`config.mk`:
```
export PLATFORM = sky130hd
export DESIGN_NAME = program_loader_flat
export DESIGN_NICKNAME = d
export VERILOG_FILES = /design/src/rtl/program_loader_pkg.sv /design/src/rtl/program_loader_if.sv /design/src/rtl/program_loader_uart_rx.sv /design/src/rtl/program_loader.sv /design/src/flat_wrapper.sv
export SDC_FILE = /design/constraint.sdc
export NUM_CORES = 1
export LEC_CHECK = 0
export ABC_AREA = 1
export CORE_MARGIN = 5
export CORE_UTILIZATION = 40
export DETAILED_ROUTE_END_ITERATION = 12
export SETUP_SLACK_MARGIN = 0.05
export SLEW_MARGIN = 20
export SYNTH_ARGS = -nofsm -noshare
export SYNTH_HDL_FRONTEND = slang
export SYNTH_HIERARCHICAL = 1
export SYNTH_SLANG_ARGS = --single-unit
```
`constraint.sdc`:
```
create_clock -name clk -period 1.6 [get_ports clk]
set_clock_uncertainty 0.1 [all_clocks]
set_input_delay 0.16 -clock clk [delete_from_list [all_inputs] [get_ports clk]]
set_output_delay 0.16 -clock clk [all_outputs]
set_load 0.01 [all_outputs]
```
`src/rtl/program_loader_pkg.sv`:
```
// Shared constants and state encodings for the serial program loader.
// The instruction width is shared with the decoder and the instruction memory.
package program_loader_pkg;

  localparam logic [7:0] SYNC_BYTE_DEFAULT = 8'hA5;
  localparam int INSTR_W    = 24;
  localparam int IMEM_AW    = 8;
  localparam int WORD_CNT_W = 9;

  typedef logic [INSTR_W-1:0] instr_t;

  typedef enum logic [1:0] {
    ST_IDLE,
    ST_LEN,
    ST_DATA,
    ST_CSUM
  } loader_state_e;

  typedef enum logic [1:0] {
    RX_IDLE,
    RX_START,
    RX_DATA,
    RX_STOP
  } uart_state_e;

endpackage

```
`src/rtl/program_loader_if.sv`:
```
// Instruction-memory write port driven by the program loader.
// The loader is the master; the instruction memory's write side is the slave.
interface program_loader_if;
  import program_loader_pkg::*;

  logic               imem_we;
  logic [IMEM_AW-1:0] imem_addr;
  instr_t             imem_wdata;

  modport master (output imem_we, output imem_addr, output imem_wdata);
  modport slave  (input  imem_we, input  imem_addr, input  imem_wdata);

endinterface

```
`src/rtl/program_loader_uart_rx.sv`:
```
// 8N1 UART receiver: synchronised input, mid-bit start validation, centre sampling.
// Emits one-cycle byte_valid or frame_err pulses after the stop bit is sampled.
module program_loader_uart_rx
  import program_loader_pkg::*;
#(
  parameter int CLKS_PER_BIT = 868
) (
  input  logic       clk,
  input  logic       rst,
  input  logic       rx,
  output logic       byte_valid,
  output logic [7:0] byte_data,
  output logic       frame_err
);

  localparam int CNT_W = $clog2(CLKS_PER_BIT);
  localparam logic [CNT_W-1:0] BIT_LAST  = CNT_W'(CLKS_PER_BIT - 1);
  localparam logic [CNT_W-1:0] HALF_LAST = CNT_W'(CLKS_PER_BIT / 2 - 1);

  uart_state_e      state_q;
  logic [1:0]       rxSync_q;
  logic             rxPrev_q;
  logic [CNT_W-1:0] cnt_q;
  logic [2:0]       bitIdx_q;
  logic [7:0]       shift_q;
  logic             byteValid_q;
  logic             frameErr_q;

  logic rxBit;
  assign rxBit = rxSync_q[1];

  // Synchroniser and edge history reset to the idle-high line level.
  always_ff @(posedge clk) begin
    if (!rst) begin
      state_q     <= RX_IDLE;
      rxSync_q    <= 2'b11;
      rxPrev_q    <= 1'b1;
      cnt_q       <= '0;
      bitIdx_q    <= '0;
      shift_q     <= '0;
      byteValid_q <= 1'b0;
      frameErr_q  <= 1'b0;
    end else begin
      rxSync_q    <= {rxSync_q[0], rx};
      rxPrev_q    <= rxBit;
      byteValid_q <= 1'b0;
      frameErr_q  <= 1'b0;
      case (state_q)
        RX_IDLE: begin
          if (rxPrev_q && !rxBit) begin
            state_q <= RX_START;
            cnt_q   <= '0;
          end
        end
        RX_START: begin
          if (cnt_q == HALF_LAST) begin
            cnt_q    <= '0;
            bitIdx_q <= '0;
            state_q  <= rxBit ? RX_IDLE : RX_DATA;
          end else begin
            cnt_q <= cnt_q + CNT_W'(1);
          end
        end
        RX_DATA: begin
          if (cnt_q == BIT_LAST) begin
            cnt_q    <= '0;
            shift_q  <= {rxBit, shift_q[7:1]};
            bitIdx_q <= bitIdx_q + 3'd1;
            if (bitIdx_q == 3'd7) begin
              state_q <= RX_STOP;
            end
          end else begin
            cnt_q <= cnt_q + CNT_W'(1);
          end
        end
        RX_STOP: begin
          if (cnt_q == BIT_LAST) begin
            cnt_q   <= '0;
            state_q <= RX_IDLE;
            if (rxBit) begin
              byteValid_q <= 1'b1;
            end else begin
              frameErr_q <= 1'b1;
            end
          end else begin
            cnt_q <= cnt_q + CNT_W'(1);
          end
        end
        default: state_q <= RX_IDLE;
      endcase
    end
  end

  assign byte_valid = byteValid_q;
  assign byte_data  = shift_q;
  assign frame_err  = frameErr_q;

endmodule

```
`src/rtl/program_loader.sv`:
```
// Serial boot loader: parses SYNC/LEN/data/CSUM frames from the UART and
// writes 24-bit words into instruction memory while holding the CPU.
module program_loader
  import program_loader_pkg::*;
#(
  parameter int         CLKS_PER_BIT   = 868,
  parameter logic [7:0] SYNC_BYTE      = SYNC_BYTE_DEFAULT,
  parameter int         TIMEOUT_CYCLES = 10_000_000
) (
  input  logic                  clk,
  input  logic                  rst,
  input  logic                  rx,
  program_loader_if.master      imem,
  output logic                  cpu_hold,
  output logic                  load_done,
  output logic                  load_err,
  output logic [WORD_CNT_W-1:0] word_count
);

  localparam int TOUT_W = $clog2(TIMEOUT_CYCLES + 1);
  localparam logic [TOUT_W-1:0] TOUT_LAST = TOUT_W'(TIMEOUT_CYCLES - 1);

  logic       byteValid;
  logic [7:0] byteData;
  logic       frameErr;

  program_loader_uart_rx #(
    .CLKS_PER_BIT (CLKS_PER_BIT)
  ) uartRx (
    .clk        (clk),
    .rst        (rst),
    .rx         (rx),
    .byte_valid (byteValid),
    .byte_data  (byteData),
    .frame_err  (frameErr)
  );

  loader_state_e         state_q;
  logic [WORD_CNT_W-1:0] len_q;
  logic [WORD_CNT_W-1:0] wordCount_q;
  logic [7:0]            csum_q;
  logic [1:0]            byteIdx_q;
  logic [15:0]           asm_q;
  logic [TOUT_W-1:0]     idleCnt_q;
  logic                  imemWe_q;
  logic [IMEM_AW-1:0]    imemAddr_q;
  instr_t                imemWdata_q;
  logic                  cpuHold_q;
  logic                  loadDone_q;
  logic                  loadErr_q;

  instr_t                assembled_d;
  logic [WORD_CNT_W-1:0] wordCount_d;
  logic                  abort;

  assign assembled_d = {asm_q, byteData};
  assign wordCount_d = wordCount_q + WORD_CNT_W'(1);

  // A framing error or a silent line mid-frame abandons the frame, keeping the CPU held.
  assign abort = (state_q != ST_IDLE) &&
                 (frameErr || (!byteValid && idleCnt_q == TOUT_LAST));

  always_ff @(posedge clk) begin
    if (!rst) begin
      state_q     <= ST_IDLE;
      len_q       <= '0;
      wordCount_q <= '0;
      csum_q      <= '0;
      byteIdx_q   <= '0;
      asm_q       <= '0;
      idleCnt_q   <= '0;
      imemWe_q    <= 1'b0;
      imemAddr_q  <= '0;
      imemWdata_q <= '0;
      cpuHold_q   <= 1'b0;
      loadDone_q  <= 1'b0;
      loadErr_q   <= 1'b0;
    end else begin
      imemWe_q   <= 1'b0;
      loadDone_q <= 1'b0;
      if (state_q == ST_IDLE || byteValid) begin
        idleCnt_q <= '0;
      end else begin
        idleCnt_q <= idleCnt_q + TOUT_W'(1);
      end

      if (abort) begin
        loadErr_q <= 1'b1;
        state_q   <= ST_IDLE;
      end else begin
        case (state_q)
          ST_IDLE: begin
            if (byteValid && byteData == SYNC_BYTE) begin
              cpuHold_q   <= 1'b1;
              loadErr_q   <= 1'b0;
              wordCount_q <= '0;
              csum_q      <= '0;
              byteIdx_q   <= '0;
              state_q     <= ST_LEN;
            end
          end
          ST_LEN: begin
            if (byteValid) begin
              len_q   <= (byteData == 8'd0) ? WORD_CNT_W'(256) : {1'b0, byteData};
              state_q <= ST_DATA;
            end
          end
          ST_DATA: begin
            if (byteValid) begin
              csum_q <= csum_q + byteData;
              asm_q  <= assembled_d[15:0];
              if (byteIdx_q == 2'd2) begin
                byteIdx_q   <= '0;
                imemWe_q    <= 1'b1;
                imemAddr_q  <= wordCount_q[IMEM_AW-1:0];
                imemWdata_q <= assembled_d;
                wordCount_q <= wordCount_d;
                if (wordCount_d == len_q) begin
                  state_q <= ST_CSUM;
                end
              end else begin
                byteIdx_q <= byteIdx_q + 2'd1;
              end
            end
          end
          ST_CSUM: begin
            if (byteValid) begin
              if (byteData == csum_q) begin
                loadDone_q <= 1'b1;
                cpuHold_q  <= 1'b0;
              end else begin
                loadErr_q <= 1'b1;
              end
              state_q <= ST_IDLE;
            end
          end
          default: state_q <= ST_IDLE;
        endcase
      end
    end
  end

  assign imem.imem_we    = imemWe_q;
  assign imem.imem_addr  = imemAddr_q;
  assign imem.imem_wdata = imemWdata_q;
  assign cpu_hold        = cpuHold_q;
  assign load_done       = loadDone_q;
  assign load_err        = loadErr_q;
  assign word_count      = wordCount_q;

endmodule

```
`src/flat_wrapper.sv`:
```
// flat-port wrapper written by rule: the top's interface ports become plain ports
module program_loader_flat import program_loader_pkg::*;
#(
  parameter int         CLKS_PER_BIT   = 868,
  parameter logic [7:0] SYNC_BYTE      = SYNC_BYTE_DEFAULT,
  parameter int         TIMEOUT_CYCLES = 10_000_000
)
  (clk, rst, rx, cpu_hold, load_done, load_err, word_count, imem_imem_we, imem_imem_addr, imem_imem_wdata);
  program_loader_if imem_i ();
  input  logic clk;
  input  logic rst;
  input  logic rx;
  output logic cpu_hold;
  output logic load_done;
  output logic load_err;
  output logic [WORD_CNT_W-1:0] word_count;
  output wire logic [$bits(imem_i.imem_we)-1:0] imem_imem_we;
  output wire logic [$bits(imem_i.imem_addr)-1:0] imem_imem_addr;
  output wire logic [$bits(imem_i.imem_wdata)-1:0] imem_imem_wdata;
  assign imem_imem_we = imem_i.imem_we;
  assign imem_imem_addr = imem_i.imem_addr;
  assign imem_imem_wdata = imem_i.imem_wdata;
  program_loader #(.CLKS_PER_BIT(CLKS_PER_BIT), .SYNC_BYTE(SYNC_BYTE), .TIMEOUT_CYCLES(TIMEOUT_CYCLES)) u_core (.clk(clk), .rst(rst), .rx(rx), .imem(imem_i), .cpu_hold(cpu_hold), .load_done(load_done), .load_err(load_err), .word_count(word_count));
endmodule
```
==> impl_metrics.toml <==
[synthesis]
synthArstFlopShare_pct = 0
synth_ff_type = "dfxtp_1"
synthCells = 855
syn_area_per_cell_um2 = 7.37
synth_top_family_by_area = "simple AND/OR/NAND/NOR gates"
synth_top_area_cell = "dfxtp_1"
yosys.area_share.adder_pct = 3.89
ys_warn_count = 6
ys_ff_latch = 134
synth_cell_types = 41
syn_nets = 877
synth-compound-area-share_pct = 14.2
synth_xor_area_share_pct = 1.39
synth.area.mux_share_pct = 0
synth_simple_gate_area_share_pct = 29.8
synth_area_um2 = 6300
synth_area_leaders = "dfxtp_1 (43%), nand2_1 (9.5%), a21oi_1 (6.2%)"
yosys.area.top_type_share_pct = 42.6
synth_edf_count = 0
ys_seq_area_share_pct = 42.6

[sta]
setup_viol = 82
rsz0062_at_grt = "true"
period_minus_slack_ps = 1820
max_freq_mhz = 548
maxSlewHeadroom_pct = 59.4
worst_slack_ps = -224
hold_viol_final = 0
fin_crit_sh_pct = 114
worst_pin_slew_ps = 607
drv_slew = 0

[critical_path]
worst-path-max-fanout = 5
cpMostUsedCell = "nor2_4"
worstSetupStartpointType = "register"
path_cells = "ha_4 -> nand3_4 -> nor2_4 -> nand3_4 -> nor2_4 -> nand2_4 -> nor2_4 -> nand4_4 -> nor2_4 -> nand2_1 -> nand2_1 -> a21oi_2"
crit_type = "register to register"
critPathRequiredTime_ps = 1820
crit_arrival_ps = 2040
cp-end-kind = "register"
critPathSlowestCell = "dfxtp_4"
slowest_delay_ps = 380

[pwr]
irDropWorstVdd_mv = 0.597
power_mw = 7.69
p_leak_nw = 4.34
power_density_nw_per_um2 = 741

[clocking]
cts_buffer_depth = 2
cts_tree = "done"
clk_latency_ps = 420
clkSlewWorstSetupHoldPaths_ps = 60
clock_sinks = 134
cts_buffers = 17
cts_root_buffer = "clkbuf_16"
htreeDepth = 4

[routing]
dr.pass1.iters = 6
via_count = 6380
routed_wl_um = 18700
drt_iter0_markers = 316
post_drt_wl_per_cell_um = 14.5
ant_nets = 0
vias_per_cell = 4.97
drc = 0

[global_route]
grt_use_total_pct = 18.9
grt_pass1_vias = 5956
grt_pass1_wl_um = 28100
overflow = 0
antenna_found_initial = 0
grt_start_max_net_pins = 46

[floorplanning]
ios = 48
start_util_pct = 41.1
core-area_um2 = 15300
die_area_um2 = 18400
die_x_um = 135
placementRows = 45
die_h_um = 135

[place]
place_congestion = 0.837
portBuffers = 47
dpl.hpwl_um = 11200
post_dp_cell_area_um2 = 8080

[final_layout]
drive_gt1_share_pct = 45.3
multiInputGateArea_um2 = 4240
seqCellArea_um2 = 2730
final_common_cell = "nand2_1"
area_growth_pct = 64.6
post-route-util_pct = 67.7
final_cell_area_um2 = 10400
fillers = 1190
diodes = 0
final_nets = 1082
layout_common_cells = "nand2_1 (124), dfxtp_1 (108), buf_4 (103), inv_1 (79), nor2_1 (78)"

[run_status]
violations = "setup timing"
status = "finished, violations left"

[hold_path]
min_path_type = "input pin to register"

[job]
maxCapViolations = 0
flip-flops by register name, summed over array words and instances (netlist names), 3 cells and up, named ones only:
| signal | count |
|---|---|
| u_core/uartRx/byte_data | 8 |
| u_core/csum_q | 8 |
| u_core/idleCnt_q | 24 |
| u_core/word_count | 9 |
| u_core/asm_q | 16 |
| u_core/uartRx/cnt_q | 10 |
| u_core/imem.imem_addr | 8 |
| u_core/len_q | 9 |
| u_core/imem.imem_wdata | 24 |
| u_core/uartRx/bitIdx_q | 3 |
through the flow:
stage	TNS [ps]	setup WS (ps)	hold WS, ps	std cells
after detailed placement	-5760	-201	300	1201
after CTS	-5820	-160	61.8	1260
final	-6880	-224	90.4	1284
after global placement	-5080	-181	296	1201
after global routing	-13680	-327	92.0	1284
after floorplan	-390	-70.3	167	855
Yosys cell counts, types with 2 or more instances:
library cell / instances
a211oi_1: 6
a21oi_1: 78
a21oi_2: 3
buf_2: 6
buf_6: 2
clkbuf_1: 16
clkinv_1: 3
dfxtp_1: 134
ha_1: 18
inv_1: 89
inv_2: 12
nand2_1: 159
nand2_2: 8
nand2_4: 2
nand3_1: 58
nand3_2: 3
nand3_4: 2
nand3b_1: 2
nand4_1: 14
nand4_2: 2
nand4_4: 2
nor2_1: 103
nor2_2: 2
nor2_4: 9
nor3_1: 12
nor3_2: 3
nor3b_1: 2
nor3b_2: 2
nor4_1: 5
o21ai_0: 65
o21ai_1: 12
o31ai_1: 2
or2_2: 3
xnor2_1: 5
xor2_1: 5
final cells by class:
cell class,instances,area share [%]
clock inverters,15,1.76
well taps,211,2.55
clock buffers,17,4.10
multi-input cells,594,40.9
flip-flops and latches,134,26.4
inverters,104,4.06
repair buffers,209,20.3
logic make-up after synthesis:
family,Yosys count
buffers and inverters,130
AO/OA/AOI/OAI,169
XOR/XNOR,10
adder cells (fa/ha/maj),19
AND/OR/NAND/NOR,393
flip-flops,134
timing repair:
item                                    4_1_cts  5_1_grt
cloned                                        7        5
gates resized for setup                     166      229
endpoints found under the setup margin      136      131
setup buffers                                20       26
hold buffers                                  0        0
pin swaps                                    26       65
routing by layer:
| layer | GRT usage [%] | vias to the layer above | share of wire, % | wire length (µm) |
|---|---|---|---|---|
| li1 | - | 3226 | - | - |
| met1 | 23.9 | 2986 | 44 | 8220 |
| met2 | 31.5 | 135 | 50 | 9340 |
| met3 | 3.94 | 33 | 3.7 | 683 |
| met4 | 7.17 | 0 | 2.2 | 417 |
| met5 | 0 | - | 0 | 0 |
power breakdown:
part	switching (mW)	total [mW]	internal, mW	leakage, nW
Clock	1.70	4.07	2.37	0.301
Combinational	0.175	0.272	0.0974	2.95
Sequential	0.0110	3.35	3.34	1.10
Total	1.88	7.69	5.80	4.34
path summary, 6_finish.rpt:
| kind | start | to | slack, ps | cells after the start |
|---|---|---|---|---|
| worst max-delay path | u_core/idleCnt_q[0] | u_core/idleCnt_q[20] | -220 | 12 |
| worst min-delay path | rst | u_core/uartRx/rxPrev_q | 90 | 3 |
| worst max register to register | u_core/idleCnt_q[0] | u_core/idleCnt_q[20] | -220 | 12 |
| worst min register to register | u_core/uartRx/rxSync_q[1] | u_core/uartRx/frame_err | 310 | 1 |
critical path, delay by kind of cell, from the launching register on:
kind / cells / cell delay, ps
AND/OR/NAND/NOR: 10 / 1070
flip-flops: 1 / 380
adder cells (fa/ha/maj): 1 / 150
AO/OA/AOI/OAI: 1 / 30
No activity file was read; power rests on OpenSTA's default activity.
